`config.mk`:
```
export PLATFORM = sky130hd
export DESIGN_NAME = spi_sub_burst
export DESIGN_NICKNAME = d
export VERILOG_FILES = /design/src/rtl/spi_pkg.sv /design/src/rtl/spi_shift_reg.sv /design/src/rtl/spi_sub_burst.sv
export SDC_FILE = /design/constraint.sdc
export NUM_CORES = 1
export LEC_CHECK = 0
export ABC_AREA = 1
export BUFFER_PORTS_ARGS = -buffer_cell sky130_fd_sc_hd__buf_4
export CORE_MARGIN = 5
export CORE_UTILIZATION = 35
export DETAILED_ROUTE_END_ITERATION = 16
export PLACE_DENSITY = 0.6
export SLEW_MARGIN = 20
export SYNTH_ARGS = -nofsm -noshare
export SYNTH_HDL_FRONTEND = slang
export SYNTH_SLANG_ARGS = --single-unit
```
`constraint.sdc`:
```
create_clock -name sclk -period 1.6 [get_ports sclk]
set_input_delay 0.24 -clock sclk [delete_from_list [all_inputs] [get_ports sclk]]
set_output_delay 0.24 -clock sclk [all_outputs]
set_load 0.03 [all_outputs]
```
`src/rtl/spi_pkg.sv`:
```
// Shared definitions for the SPI subordinate burst bridge.
//   - spi_op_e    : two-bit operation code carried at the head of every frame
//   - spi_state_e : frame sequencer states
//   - DEF_ADDR_W / DEF_DATA_W : default field widths
//   - max_w()     : helper that sizes a shifter able to hold either field
package spi_pkg;

   localparam int DEF_ADDR_W = 10;
   localparam int DEF_DATA_W = 32;

   typedef enum logic [1:0] {
      OP_NOP = 2'b00,
      OP_WR  = 2'b01,
      OP_RD  = 2'b10,
      OP_RSV = 2'b11
   } spi_op_e;

   typedef enum logic [2:0] {
      IDLE,
      OP,
      ADDR,
      WDATA,
      RTURN,
      RDATA,
      SKIP
   } spi_state_e;

   function automatic int max_w(input int a, input int b);
      return (a > b) ? a : b;
   endfunction

endpackage

```
`src/rtl/spi_shift_reg.sv`:
```
// Parametrised MSB-first shift register with parallel load.
//   sclk     : clock, all state on posedge
//   rst      : synchronous active-high clear
//   load     : parallel load of load_val (wins over shift)
//   load_val : parallel load value
//   shift    : shift one place towards the MSB, sin enters at bit 0
//   sin      : serial input
//   q        : register contents; q[W-1] is the serial output
module spi_shift_reg #(
   parameter int W = 8
) (
   input  logic         sclk,
   input  logic         rst,
   input  logic         load,
   input  logic [W-1:0] load_val,
   input  logic         shift,
   input  logic         sin,
   output logic [W-1:0] q
);

   logic [W-1:0] q_reg;

   always_ff @(posedge sclk) begin
      if (rst) begin
         q_reg <= '0;
      end else if (load) begin
         q_reg <= load_val;
      end else if (shift) begin
         q_reg <= {q_reg[W-2:0], sin};
      end
   end

   assign q = q_reg;

endmodule

```
`src/rtl/spi_sub_burst.sv`:
```
// SPI subordinate that turns host frames (op, address, data; MSB first) into
// single-cycle register-bus strobes, with a read path on miso, burst address
// auto-increment and a frame error pulse when cs_n rises mid-word.
//   sclk      : sole clock, posedge
//   rst       : synchronous active-high reset
//   cs_n      : chip select, active low; high means idle / abort
//   mosi      : host serial data, sampled on posedge
//   miso      : registered serial read data, 0 outside RDATA
//   r_en      : one-cycle read strobe (addr valid, data_i expected same cycle)
//   w_en      : one-cycle write strobe (addr, data_o valid)
//   addr      : word address for the current strobe
//   data_o    : write data
//   data_i    : read data from the register file
//   frame_err : one-cycle pulse when a word is cut short by cs_n
module spi_sub_burst
   import spi_pkg::*;
#(
   parameter int ADDR_W   = DEF_ADDR_W,
   parameter int DATA_W   = DEF_DATA_W,
   parameter bit BURST_EN = 1'b1
) (
   input  logic              sclk,
   input  logic              rst,
   input  logic              cs_n,
   input  logic              mosi,
   output logic              miso,
   output logic              r_en,
   output logic              w_en,
   output logic [ADDR_W-1:0] addr,
   output logic [DATA_W-1:0] data_o,
   input  logic [DATA_W-1:0] data_i,
   output logic              frame_err
);

   localparam int RX_W  = max_w(ADDR_W, DATA_W);
   localparam int CNT_W = $clog2(RX_W);
   localparam logic [CNT_W-1:0]  ADDR_LAST = CNT_W'(ADDR_W - 1);
   localparam logic [CNT_W-1:0]  DATA_LAST = CNT_W'(DATA_W - 1);
   localparam logic [CNT_W-1:0]  CNT_ONE   = CNT_W'(1);
   localparam logic [ADDR_W-1:0] ADDR_ONE  = ADDR_W'(1);

   spi_state_e        state_reg, state_next;
   logic [CNT_W-1:0]  cnt_reg, cnt_next;
   logic              op_rd_reg, op_rd_next;
   logic [ADDR_W-1:0] word_addr_reg, word_addr_next;
   logic [ADDR_W-1:0] addr_reg, addr_next;
   logic [DATA_W-1:0] data_o_reg, data_o_next;
   logic              r_en_reg, r_en_next;
   logic              w_en_reg, w_en_next;
   logic              miso_reg, miso_next;
   logic              frame_err_reg, frame_err_next;

   logic [RX_W-1:0]   rx_q;
   logic [RX_W-1:0]   rx_sample;
   logic [DATA_W-1:0] tx_q;
   logic              rx_shift, tx_load, tx_shift;
   logic              addr_last, data_last;
   spi_op_e           op_sample;
   logic              unused_msbs;

   // Receive shifter: every mosi bit up to the end of a write word.
   spi_shift_reg #(.W(RX_W)) u_rx (
      .sclk     (sclk),
      .rst      (rst),
      .load     (1'b0),
      .load_val ('0),
      .shift    (rx_shift),
      .sin      (mosi),
      .q        (rx_q)
   );

   // Transmit shifter: loaded from data_i at the end of the turnaround cycle.
   spi_shift_reg #(.W(DATA_W)) u_tx (
      .sclk     (sclk),
      .rst      (rst),
      .load     (tx_load),
      .load_val (data_i),
      .shift    (tx_shift),
      .sin      (1'b0),
      .q        (tx_q)
   );

   assign rx_shift  = !cs_n && (state_reg inside {IDLE, OP, ADDR, WDATA});
   assign tx_load   = !cs_n && (state_reg == RTURN);
   assign tx_shift  = !cs_n && (state_reg == RDATA);

   // Field values including the bit being sampled on this edge, so a field
   // can be consumed on the same edge that completes it.
   assign rx_sample = {rx_q[RX_W-2:0], mosi};
   assign op_sample = spi_op_e'(rx_sample[1:0]);
   assign addr_last = (cnt_reg == ADDR_LAST);
   assign data_last = (cnt_reg == DATA_LAST);

   // miso is driven from miso_reg, so the shifter MSBs are never read out.
   assign unused_msbs = rx_q[RX_W-1] ^ tx_q[DATA_W-1];

   // ---------------- state register ----------------
   always_ff @(posedge sclk) begin
      if (rst) begin
         state_reg <= IDLE;
         cnt_reg   <= '0;
      end else begin
         state_reg <= state_next;
         cnt_reg   <= cnt_next;
      end
   end

   // ---------------- next-state logic ----------------
   always_comb begin
      state_next = state_reg;
      cnt_next   = cnt_reg;
      if (cs_n) begin
         state_next = IDLE;
         cnt_next   = '0;
      end else begin
         case (state_reg)
            IDLE: state_next = OP;
            OP: begin
               cnt_next   = '0;
               state_next = (op_sample == OP_WR || op_sample == OP_RD) ? ADDR : SKIP;
            end
            ADDR: begin
               if (addr_last) begin
                  cnt_next   = '0;
                  state_next = op_rd_reg ? RTURN : WDATA;
               end else begin
                  cnt_next = cnt_reg + CNT_ONE;
               end
            end
            WDATA: begin
               if (data_last) begin
                  cnt_next   = '0;
                  state_next = BURST_EN ? WDATA : SKIP;
               end else begin
                  cnt_next = cnt_reg + CNT_ONE;
               end
            end
            RTURN: begin
               cnt_next   = '0;
               state_next = RDATA;
            end
            RDATA: begin
               // The edge on which the host takes the last bit already opens
               // the turnaround for the following word.
               if (data_last) begin
                  cnt_next   = '0;
                  state_next = BURST_EN ? RTURN : SKIP;
               end else begin
                  cnt_next = cnt_reg + CNT_ONE;
               end
            end
            default: state_next = state_reg;
         endcase
      end
   end

   // ---------------- output / datapath next values ----------------
   always_comb begin
      r_en_next      = 1'b0;
      w_en_next      = 1'b0;
      miso_next      = 1'b0;
      frame_err_next = 1'b0;
      addr_next      = addr_reg;
      data_o_next    = data_o_reg;
      word_addr_next = word_addr_reg;
      op_rd_next     = op_rd_reg;
      if (cs_n) begin
         case (state_reg)
            OP, ADDR, RDATA: frame_err_next = 1'b1;
            // WDATA with no bits shifted is a clean word boundary in a burst.
            WDATA:           frame_err_next = (cnt_reg != '0);
            default:         frame_err_next = 1'b0;
         endcase
      end else begin
         case (state_reg)
            OP: op_rd_next = (op_sample == OP_RD);
            ADDR: begin
               if (addr_last) begin
                  if (op_rd_reg) begin
                     r_en_next      = 1'b1;
                     addr_next      = rx_sample[ADDR_W-1:0];
                     word_addr_next = rx_sample[ADDR_W-1:0] + ADDR_ONE;
                  end else begin
                     word_addr_next = rx_sample[ADDR_W-1:0];
                  end
               end
            end
            WDATA: begin
               if (data_last) begin
                  w_en_next      = 1'b1;
                  addr_next      = word_addr_reg;
                  data_o_next    = rx_sample[DATA_W-1:0];
                  word_addr_next = word_addr_reg + ADDR_ONE;
               end
            end
            RTURN: miso_next = data_i[DATA_W-1];
            RDATA: begin
               if (data_last) begin
                  if (BURST_EN) begin
                     r_en_next      = 1'b1;
                     addr_next      = word_addr_reg;
                     word_addr_next = word_addr_reg + ADDR_ONE;
                  end
               end else begin
                  // Next bit down; tx_q shifts on this same edge.
                  miso_next = tx_q[DATA_W-2];
               end
            end
            default: miso_next = 1'b0;
         endcase
      end
   end

   always_ff @(posedge sclk) begin
      if (rst) begin
         r_en_reg      <= 1'b0;
         w_en_reg      <= 1'b0;
         miso_reg      <= 1'b0;
         frame_err_reg <= 1'b0;
         addr_reg      <= '0;
         data_o_reg    <= '0;
         word_addr_reg <= '0;
         op_rd_reg     <= 1'b0;
      end else begin
         r_en_reg      <= r_en_next;
         w_en_reg      <= w_en_next;
         miso_reg      <= miso_next;
         frame_err_reg <= frame_err_next;
         addr_reg      <= addr_next;
         data_o_reg    <= data_o_next;
         word_addr_reg <= word_addr_next;
         op_rd_reg     <= op_rd_next;
      end
   end

   assign r_en      = r_en_reg;
   assign w_en      = w_en_reg;
   assign miso      = miso_reg;
   assign frame_err = frame_err_reg;
   assign addr      = addr_reg;
   assign data_o    = data_o_reg;

endmodule

```
# Word-level counts from Yosys, hierarchy flattened

Cells that the tools add are included.

Add/sub/neg operators: 3
Equality and inequality tests: 14
Muxes and demuxes: 26
Bitwise operators: 2
Reduce and logical (&&, ||, !) cells: 23

Operators with widths:

| kind                                                                  | count |
|---|---|
| 31-bit 2-to-1 mux                                                     | 2 |
| 10-bit 2-to-1 mux                                                     | 6 |
| 10-bit case mux with 2 select lines                                   | 2 |
| 10-bit by 1-bit adder with 10-bit output, second input constant       | 2 |
| 3-bit case mux with 6 select lines                                    | 1 |
| 3-bit 2-to-1 mux                                                      | 5 |
| 5-bit case mux with 3 select lines                                    | 1 |
| 5-bit 2-to-1 mux                                                      | 2 |
| 2-bit inequality test, second input constant                          | 4 |
| 4-bit AND reduction                                                   | 2 |
| 2-bit OR reduction                                                    | 4 |
| 3-bit by 2-bit equality test with 1-bit output, second input constant | 2 |
| 3-bit equality test, second input constant                            | 2 |
| 1-bit case mux with 2 select lines                                    | 3 |
| 6-bit nonzero test                                                    | 1 |
| 3-bit OR reduction                                                    | 2 |
| 5-bit by 1-bit adder with 5-bit output, second input constant         | 1 |
| 5-bit by 4-bit equality test with 1-bit output, second input constant | 1 |
| 5-bit equality test, second input constant                            | 1 |
| 5-bit AND reduction                                                   | 1 |
| 5-bit nonzero test                                                    | 1 |
| 1-bit 2-to-1 mux                                                      | 4 |
| 2-bit nonzero test                                                    | 2 |
| 4-bit nonzero test                                                    | 1 |
| 12 further kinds                                                      | 15 |

Flip-flop bits (word level): 127
Output and inout port bits: 46
Word-level logic and storage cells: 80

# Depth between registers and ports, before layout

Word-level depth: 4
Mapped depth: 11

# Hierarchy

A second synthesis with hierarchy kept.

Cells, all modules: 978
Area, all modules: 6,636.4 sq um

Modules (own cells, without submodules):

| module        | instances | cells an instance | area each (sq um) |
|---|---|---|---|
| spi_shift_reg | 2         | 246               | 1,664.1 |
| spi_sub_burst | 1         | 486               | 3,308.2 |

# Worst setup path before layout

OpenSTA, ideal clock, no wires.

Path kind: reg2reg
From: register cnt_reg[0]
To: register word_addr_reg[1]
Library setup time: 116 ps
Arrival: 1,433 ps
Slack: 51 ps
Cell stages (with the launch flop): 11
Period minus slack after synthesis: 1,549 ps
Path through: dfxtp_1 > ha_1 > nand2_1 > nor2_1 > ha_1 > nand3_1 > nand2_1 > nand2_2 > buf_6 > o21ai_0 > nor2_1

Cells in the longest elaborated chain, start to end: 3
Elaborated cells between the ends (all ways): 5

RTL lines:

| what                                                              | RTL line             | source |
|---|---|---|
| from (decl)                                                       | spi_sub_burst.sv:43  | `logic [CNT_W-1:0] cnt_reg, cnt_next;` |
| from (signal assigned)                                            | spi_sub_burst.sv:104 | `cnt_reg <= cnt_next;` |
| 5-bit equality test                                               | spi_sub_burst.sv:92  | `assign data_last = (cnt_reg == DATA_LAST);` |
| named net data_last                                               | spi_sub_burst.sv:57  | `logic addr_last, data_last;` |
| 2-bit by 1-bit inequality test with 1-bit output (no source line) | -                    |  |
| 4-bit AND reduction (no source line)                              | -                    |  |
| to (signal assigned)                                              | spi_sub_burst.sv:231 | `word_addr_reg <= word_addr_next;` |
| to (decl)                                                         | spi_sub_burst.sv:45  | `logic [ADDR_W-1:0] word_addr_reg, word_addr_next;` |

The timed path passes the listed nets, and every way through them passes these cells.
A chain may end at the register's enable or synchronous reset.

# Worst setup path in the final report

From: register cnt_reg[1]
To: register word_addr_reg[8]

Same word-level chain as after synthesis.

==> flow_metrics.env <==
export IMPL_slowest_delay_ns=0.35
export IMPL_skew_ns=0.00803
export IMPL_root_buffer="clkbuf_16"
export IMPL_drc=0
export IMPL_drive_above_1_share=0.237
export IMPL_path_class="register to register"
export IMPL_start_kind="register"
export IMPL_synthAdderAreaFrac=0.0265
export IMPL_boundaryPins=82
export IMPL_syn_avg_cell_area_um2=7.23
export IMPL_routed_wl_met3_um=886
export IMPL_wl_met1_um=7120
export IMPL_drt_wirelength_per_cell_um=13.3
export IMPL_placedCellCount=1074
export IMPL_area_growth_syn_to_layout_pct=34.2
export IMPL_synth_seq_area_share=0.448
export IMPL_track_usage=0.158
export IMPL_syn_nets=833
export IMPL_leakage_nw=3.29
export IMPL_cp_top_family="simple AND/OR/NAND/NOR gates"
export IMPL_numCtsBuffers=17
export IMPL_hp_class="input port to register"
export IMPL_slew_headroom=0.780
export IMPL_outcome="finished, final reports clean"
export IMPL_drt_iter0_markers=354
export IMPL_synth_simple_area_share=0.250
export IMPL_yosys_area_top_type="dfxtp_1"
export IMPL_period_needed_ns=1.57
export IMPL_synthCells=785
export IMPL_clock_latency_ns=0.41
export IMPL_worst_setup_path_end_kind="register"
export IMPL_wl_met2_um=6720
export IMPL_rows=46
export IMPL_maxCapViolations=0
export IMPL_routed_via_density=4.87
export IMPL_synthMuxAreaShare=0
export IMPL_synth_distinct_cells=34
export IMPL_finalHoldWorstSlack_ns=0.110
export IMPL_finalNetCount=938
export IMPL_slowest_stage="dfxtp_2"
export IMPL_synth_top_family_by_area="simple AND/OR/NAND/NOR gates"
export IMPL_initial_core_util=0.357
export IMPL_dp_hpwl_um=9720
export IMPL_worst_pin_slew_ns=0.329
export IMPL_path_cells="ha_4, nand2_4, nor2_4, ha_4, nand3_2, nand2_2, nand2_4, buf_6, nand2_4, nand2_2, a21oi_2"
export IMPL_cp_common_cell="nand2_4"
export IMPL_synth_xor_area_share=0.00463
export IMPL_final_cells=1118
export IMPL_cts_tree="done"
export IMPL_rsz0062_at_grt="yes"
export IMPL_async_flop_share=0
export IMPL_grt_overflow=0
export IMPL_cellPowerDensity_mw_per_mm2=991
export IMPL_antenna_left=0
export IMPL_ir_worst_vdd_uv=732
export IMPL_die_area_mm2=0.0189
export IMPL_cp_max_fo=7
export IMPL_die_w_um=137
export IMPL_slew_violations=0
export IMPL_htreeDepth=4
export IMPL_finalCritPeriodShare=0.981
export IMPL_dr_pass1_iters=5
export IMPL_totalWireLength_um=14900
export IMPL_io_buffers=81
export IMPL_grt_pass1_vias=5040
export IMPL_yosys_warnings=0
export IMPL_gp_congestion=0.838
export IMPL_crit_buf_inv=1
export IMPL_fmax_mhz=637
export IMPL_synth_most_common_cell="nor2_1"
export IMPL_topRoutingLayerUsed="met4"
export IMPL_crit_arrival_ns=1.92
export IMPL_grt_pass1_wl_um=24000
export IMPL_largest_register_ffs=32
export IMPL_yosys_register_bits=127
export IMPL_cts_sinks=127
export IMPL_path_clk_slew_ns=0.06
export IMPL_required_ns=1.95
export IMPL_antenna_found_initial=0
export IMPL_synth_edf_count=0
export IMPL_grt_max_degree=63
export IMPL_cts_buffer_depth=2
export IMPL_core_area_mm2=0.0159
export IMPL_die_h_um=137
export IMPL_netlist_top_cells_count="146 x nor2_1, 130 x nand2_1, 127 x dfxtp_1"
export IMPL_synth_compound_area_frac=0.199
export IMPL_synth_area_mm2=0.00567
export IMPL_setup_violations_final=0
export IMPL_synth_top_area_frac=0.448
export IMPL_synth_flop_cell="dfxtp_1"
export IMPL_vias=5443
export IMPL_diodes=0
export IMPL_ys_top_cells_by_area="dfxtp_1 45%, nor2_1 9.7%, o21ai_0 9.5%"
export IMPL_hold_viol_final=0
## worst reg2reg max path: stages (launching register included)
cell and delay (ns):
dfxtp_2 0.35, ha_4 0.15, nand2_4 0.05, nor2_4 0.14, ha_4 0.17, nand3_2 0.08
nand2_2 0.10, nand2_4 0.08, buf_6 0.15, nand2_4 0.05, nand2_2 0.05, a21oi_2 0.11
## cells in the final DEF (no fill, tap or decap), drive strengths merged
master / count
a32oi: 1
o21ai: 111
dfxtp: 127
o21bai: 2
buf: 127
a21boi: 1
a41oi: 1
o21a: 1
ha: 12
nand4: 5
or2: 1
a21oi: 65
inv: 48
clkinvlp: 6
nor3: 3
clkbuf: 21
xor2: 3
and2: 1
nor2: 151
bufinv: 2
nand2: 135
nand3b: 10
clkinv: 5
o22ai: 30
nand3: 33
## timing repair
item | in CTS | in global routing
endpoints found under the setup margin | 41 | 57
endpoints found under the hold margin | 0 | 0
pin swaps | 6 | 19
gates cloned | 3 | 1
hold buffers | 0 | 0
setup buffers | 3 | 6
resized for setup | 20 | 44
## per-layer routing
| metal | global-route usage | vias to the layer above |
|---|---|---|
| li1 | - | 2824 |
| met1 | 0.211 | 2470 |
| met3 | 0.0515 | 15 |
| met2 | 0.242 | 134 |
| met5 | 0 | - |
| met4 | 0.0488 | 0 |
## power breakdown
part	total [W]	switching, W	internal, W
Combinational	0.000555	0.000320	0.000235
Sequential	0.00329	0.0000549	0.00323
Clock	0.00370	0.00139	0.00231
## per-stage QoR
step	total power [W]	TNS, ns	util	cell area, um^2	setup slack [ns]
global route	0.00785	-0.664	0.479	7610	-0.0668
CTS	0.00763	-0.0809	0.463	7350	-0.0441
finish	0.00754	0	0.479	7610	0.0308
floorplan	0.00367	0	-	5670	0.0510
global placement	0.00388	-0.237	0.421	6680	-0.0595
detailed placement	0.00389	-0.839	0.421	6680	-0.0850
## final timing paths
| path | start | endpoint | slack, ns | cells after the start |
|---|---|---|---|---|
| worst max-delay path | cnt_reg[1] | word_addr_reg[8] | 0.03 | 11 |
| worst min-delay path | rst | word_addr_reg[2] | 0.11 | 2 |
| worst max register to register | cnt_reg[1] | word_addr_reg[8] | 0.03 | 11 |
| worst min register to register | u_tx.q[0] | u_tx.q[0] | 0.47 | 1 |
## cell families after synthesis
family,Yosys count
compound gates,212
xor+xnor,3
fa+ha+maj,12
buf+inv,94
flops,127
simple gates,337
## area by class of cell
type	count	area, um^2
fill	1635	8280
multi-input combinational	566	2930
sequential	127	2550
timing repair buffer	128	1090
clock buffer	20	447
tap	216	270
inverter	49	196
clock inverter	11	118
timing repair inverter	1	7.51
Power figures use the tool's default switching activity.
